File: config.mk
export PLATFORM = sky130hd
export DESIGN_NAME = pc_trace_monitor
export DESIGN_NICKNAME = d
export VERILOG_FILES = /design/src/rtl/pc_trace_monitor.sv
export SDC_FILE = /design/constraint.sdc
export NUM_CORES = 1
export LEC_CHECK = 0
export ABC_AREA = 1
export BUFFER_PORTS_ARGS = -buffer_cell sky130_fd_sc_hd__buf_2
export CORE_ASPECT_RATIO = 2
export CORE_MARGIN = 5
export CORE_UTILIZATION = 58
export CTS_BUF_LIST = sky130_fd_sc_hd__clkbuf_2 sky130_fd_sc_hd__clkbuf_4 sky130_fd_sc_hd__clkbuf_8
export CTS_CLUSTER_DIAMETER = 60
export DETAILED_ROUTE_END_ITERATION = 8
export PLACE_DENSITY = 0.83
export SETUP_SLACK_MARGIN = 0.02
export SYNTH_ARGS = -nofsm -noshare
export SYNTH_HDL_FRONTEND = slang
export SYNTH_SLANG_ARGS = --single-unit
export TNS_END_PERCENT = 1
File: constraint.sdc
create_clock -name CLK -period 2.7 [get_ports CLK]
set_clock_uncertainty 0.05 [all_clocks]
set_input_delay 0.27 -clock CLK [delete_from_list [all_inputs] [get_ports CLK]]
set_output_delay 0.27 -clock CLK [all_outputs]
set_load 0.01 [all_outputs]
File: src/rtl/pc_trace_monitor.sv
// Passive PC stream monitor: classifies each accepted PC as sequential, stall or jump,
// keeps saturating event counters and flags boot-PC, alignment and hang conditions.
module pc_trace_monitor #(
    parameter int              PC_W       = 32,
    parameter logic [PC_W-1:0] RESET_PC   = '0,
    parameter int              HANG_LIMIT = 16,
    parameter int              CNT_W      = 16
) (
    input  logic             CLK,
    input  logic             RST,
    input  logic             EN,
    input  logic [PC_W-1:0]  PC_IN,
    output logic [PC_W-1:0]  LAST_PC,
    output logic [CNT_W-1:0] SEQ_CNT,
    output logic [CNT_W-1:0] STALL_CNT,
    output logic [CNT_W-1:0] JUMP_CNT,
    output logic [1:0]       STATE,
    output logic             HANG,
    output logic             BOOT_ERR,
    output logic             ALIGN_ERR
);

    typedef enum logic [1:0] {
        ST_IDLE = 2'b00,
        ST_RUN  = 2'b01,
        ST_HANG = 2'b10,
        ST_BAD  = 2'b11
    } state_e;

    localparam int               RUN_W   = $clog2(HANG_LIMIT + 1);
    localparam logic [RUN_W-1:0] RUN_MAX = RUN_W'(HANG_LIMIT);
    localparam logic [CNT_W-1:0] CNT_MAX = '1;

    state_e           state;
    logic [RUN_W-1:0] run;
    logic [RUN_W-1:0] run_inc;
    logic             is_stall;
    logic             is_seq;
    logic             misaligned;

    assign STATE = state;

    // The +4 test wraps modulo 2^PC_W, so the top word followed by 0 counts as sequential.
    always_comb begin
        is_stall   = (PC_IN == LAST_PC);
        is_seq     = (PC_IN == LAST_PC + PC_W'(4));
        misaligned = (PC_IN[1:0] != 2'b00);
        run_inc    = (run == RUN_MAX) ? RUN_MAX : run + RUN_W'(1);
    end

    always_ff @(posedge CLK) begin
        if (RST) begin
            state     <= ST_IDLE;
            run       <= '0;
            LAST_PC   <= '0;
            SEQ_CNT   <= '0;
            STALL_CNT <= '0;
            JUMP_CNT  <= '0;
            HANG      <= 1'b0;
            BOOT_ERR  <= 1'b0;
            ALIGN_ERR <= 1'b0;
        end else begin
            case (state)
                ST_IDLE: begin
                    if (EN) begin
                        LAST_PC   <= PC_IN;
                        BOOT_ERR  <= (PC_IN != RESET_PC);
                        ALIGN_ERR <= ALIGN_ERR | misaligned;
                        state     <= ST_RUN;
                    end
                end
                ST_RUN, ST_HANG: begin
                    if (EN) begin
                        LAST_PC   <= PC_IN;
                        ALIGN_ERR <= ALIGN_ERR | misaligned;
                        if (is_stall) begin
                            if (STALL_CNT != CNT_MAX) STALL_CNT <= STALL_CNT + CNT_W'(1);
                            run <= run_inc;
                            // Once the run is saturated every further stall keeps HANG asserted.
                            if (run_inc == RUN_MAX) begin
                                state <= ST_HANG;
                                HANG  <= 1'b1;
                            end
                        end else begin
                            run   <= '0;
                            state <= ST_RUN;
                            HANG  <= 1'b0;
                            if (is_seq) begin
                                if (SEQ_CNT != CNT_MAX) SEQ_CNT <= SEQ_CNT + CNT_W'(1);
                            end else begin
                                if (JUMP_CNT != CNT_MAX) JUMP_CNT <= JUMP_CNT + CNT_W'(1);
                            end
                        end
                    end
                end
                default: begin
                    state <= ST_IDLE;
                    run   <= '0;
                    HANG  <= 1'b0;
                end
            endcase
        end
    end

endmodule

==> results.toml <==
[worst_setup_path]
crit_type = "reg -> reg"
crit_arrival_ps = 2780
reg2reg_to = "SEQ_CNT[0]"
path_max_fanout = 16
rr_worst_depth = 10
worstPathRequired_ps = 2950
start_kind = "register"
r2r_setup_slack_ps = 170
r2r-start = "LAST_PC[20]"
end_kind = "register"

[timing]
worst_pin_slew_ps = 645
setup-violations-final = 0
maxSlewHeadroom_pct = 57.0
fin_crit_sh_pct = 93.6
final_hold_viol_count = 0
slew_viol_final = 0
rsz0062_at_grt = "yes"
period_needed_ps = 2530
max_freq_mhz = 396
fin_tns_setup_ps = 0

[clock_network]
clock_latency_ps = 370
h-tree-depth = 3
clockBufferDepth = 2
clkSlewWorstSetupHoldPaths_ps = 90
postCtsHoldBufs = 0
cts_tree = "built"
numCtsBuffers = 9
clkSinkCount = 90
cts_root_buf = "clkbuf_8"

[global_route]
grt_first_pass_wirelength_um = 30400
globalRouteTotalUtil_pct = 28.4
overflow = 0
antenna_found_initial = 0
grt_pass1_vias = 6497
grt_max_degree = 50

[power]
leakage_nw = 3.41
power_frac_seq_pct = 42.9
clockPowerShare_pct = 36.2
p_per_area_nw_per_um2 = 468
sw_frac_of_total_pct = 31.1
combPwrFrac_pct = 20.9
vdd_drop_max_mv = 0.331
power.internal_mw = 2.38
p_total_mw = 3.46
p_sw_mw = 1.07

[yosys]
syn_area_um2 = 6280
yosysWarnings = 0
ys_seq_area_share_pct = 28.7
synthesis.nets = 1019
syn_area_per_cell_um2 = 6.44
synthSimpleGateAreaFrac_pct = 42.0
synth_flop_cell = "dfxtp_1"
synth_fa_ha_area_share_pct = 1.59
muxShareOfSynthArea_pct = 0
ys_ff_latch = 90
synth_top_family_by_area = "simple AND/OR/NAND/NOR gates"
post_synth_num_cell_types = 39
post_synth_xor_area_fraction_pct = 8.64
synth_edf_count = 0
async_reset_ff_share_pct = 0
synth_compound_area_share_pct = 10.5
synth_cells = 976

[routing]
drtIter0Drc = 411
finalWirelength_um = 19200
ant_nets = 0
vias = 6900
wl_per_cell_um = 15.4
drtPass1Iterations = 5
via_per_inst = 5.56
drc = 0

[floorplan]
core.rowCount = 53
fp.dieH_um = 157
start_util_pct = 59.6
fp.dieW_um = 83.6
die_area_um2 = 13100
core_area_um2 = 10500
io_pins = 120

[min_path]
worstHoldPathCells = 3
min_to = "LAST_PC[20]"
hold_class = "in -> reg"
min_from = "PC_IN[20]"

[cells_and_area]
antenna_cells = 0
final_cell_mix = "nand2_1 (252), nor2_1 (123), buf_2 (119)"
final_nets = 1142
final_cells = 1241
area_growth_pct = 17.6
drive_above_1_share_pct = 20.1
final_area_um2 = 7390
final_common_cell = "nand2_1"
fin_util_pct = 70.1
fill_cells = 938

[place]
port_buffers = 119
place_hpwl_um = 14800
dp_cells = 1224
gp_congestion = 0.990
place_area_um2 = 7050

[job]
cap_violations = 0

[status]
outcome = "completed"
==> through the flow <==
step | hold WS (ps) | worst slack, ps
after CTS | 93.3 | 23.4
final | 106 | 172
after global routing | 117 | -7.56
after floorplan | 355 | 359
after detailed placement | 390 | 31.0
after global placement | 385 | 97.7
==> registers in the layout, summed over array words and instances (netlist names), 2 cells and up <==
signal,cells
run,5
LAST_PC,32
SEQ_CNT,16
STALL_CNT,16
JUMP_CNT,16
STATE,2
==> synth_stat cells (3+ instances only) <==
cell	instances	area share, %
nand2_1	252	15
nor2_1	129	7.7
inv_1	104	6.2
dfxtp_1	90	29
nand3_1	67	5.3
a21oi_1	64	5.1
xor2_1	39	5.4
o21ai_0	38	3.0
nand4_1	33	3.3
xnor2_1	23	3.2
clkbuf_1	16	0.96
nand2_2	16	1.6
nor3_1	15	1.2
nor4_1	11	1.1
a21oi_2	10	1.4
ha_1	8	1.6
nor2_2	7	0.70
nor2_8	6	1.9
a211oi_1	4	0.48
inv_2	4	0.24
nand2_4	4	0.72
nand3b_1	4	0.48
buf_2	3	0.24
nand3_2	3	0.48
nor2_4	3	0.54
nor3b_1	3	0.36
o21bai_1	3	0.36
==> final cells by class <==
class                   instances  area [um2]  area share (%)
inverters                     110         413            5.59
clock buffers                  10         138            1.86
repair buffers                136         727            9.84
clock inverters                 6         136            1.85
multi-input cells             752        4000            54.1
flip-flops and latches         90        1810            24.5
well taps                     137         171            2.32
==> worst max-delay path: stages (launching register included) <==
cell and delay (ps):
dfxtp_1 420, xor2_1 350, nor2_1 100, nand3_1 100, nor2_1 50, nand2_1 90
nand3_1 170, nor2_1 480, buf_4 330, nand4_1 130, a21oi_1 180
==> repair_timing <==
action                     4_1_cts  5_1_grt
buffers inserted                 0        0
gates resized for setup          0       17
setup endpoints to repair        0       31
==> metal layers <==
metal / global-route usage, % / vias up / part of all wire, %
met3: 4.03 / 83 / 5.3
met1: 27.2 / 3162 / 34
li1: - / 3402 / -
met5: 0 / - / 0
met2: 55.9 / 253 / 54
met4: 17.2 / 0 / 5.9
==> worst max-delay path by stage <==
stage                      from           to  slack [ps]  depth (start not counted)
floorplan            LAST_PC[3]  JUMP_CNT[0]         360                         15
finish              LAST_PC[20]   SEQ_CNT[0]         170                         10
CTS                  LAST_PC[2]  SEQ_CNT[12]          20                         13
global route        LAST_PC[14]  JUMP_CNT[2]          -8                         14
detailed placement   LAST_PC[2]   SEQ_CNT[0]          30                         13
global placement     LAST_PC[2]   SEQ_CNT[2]         100                         13
==> power by group through the flow <==
stage	combinational, mW	clock (mW)	sequential, mW
finish	0.723	1.25	1.48
global route	0.806	1.33	1.49
CTS	0.707	1.27	1.48
detailed placement	0.704	0	1.51
global placement	0.695	0	1.51
floorplan	0.461	0	1.52
==> cells by family after synthesis <==
family	Yosys count
fa+ha+maj	8
xor+xnor	62
compound gates	121
flops	90
simple gates	560
buf+inv	135
Note: power is estimated with default switching activity, not from simulation.
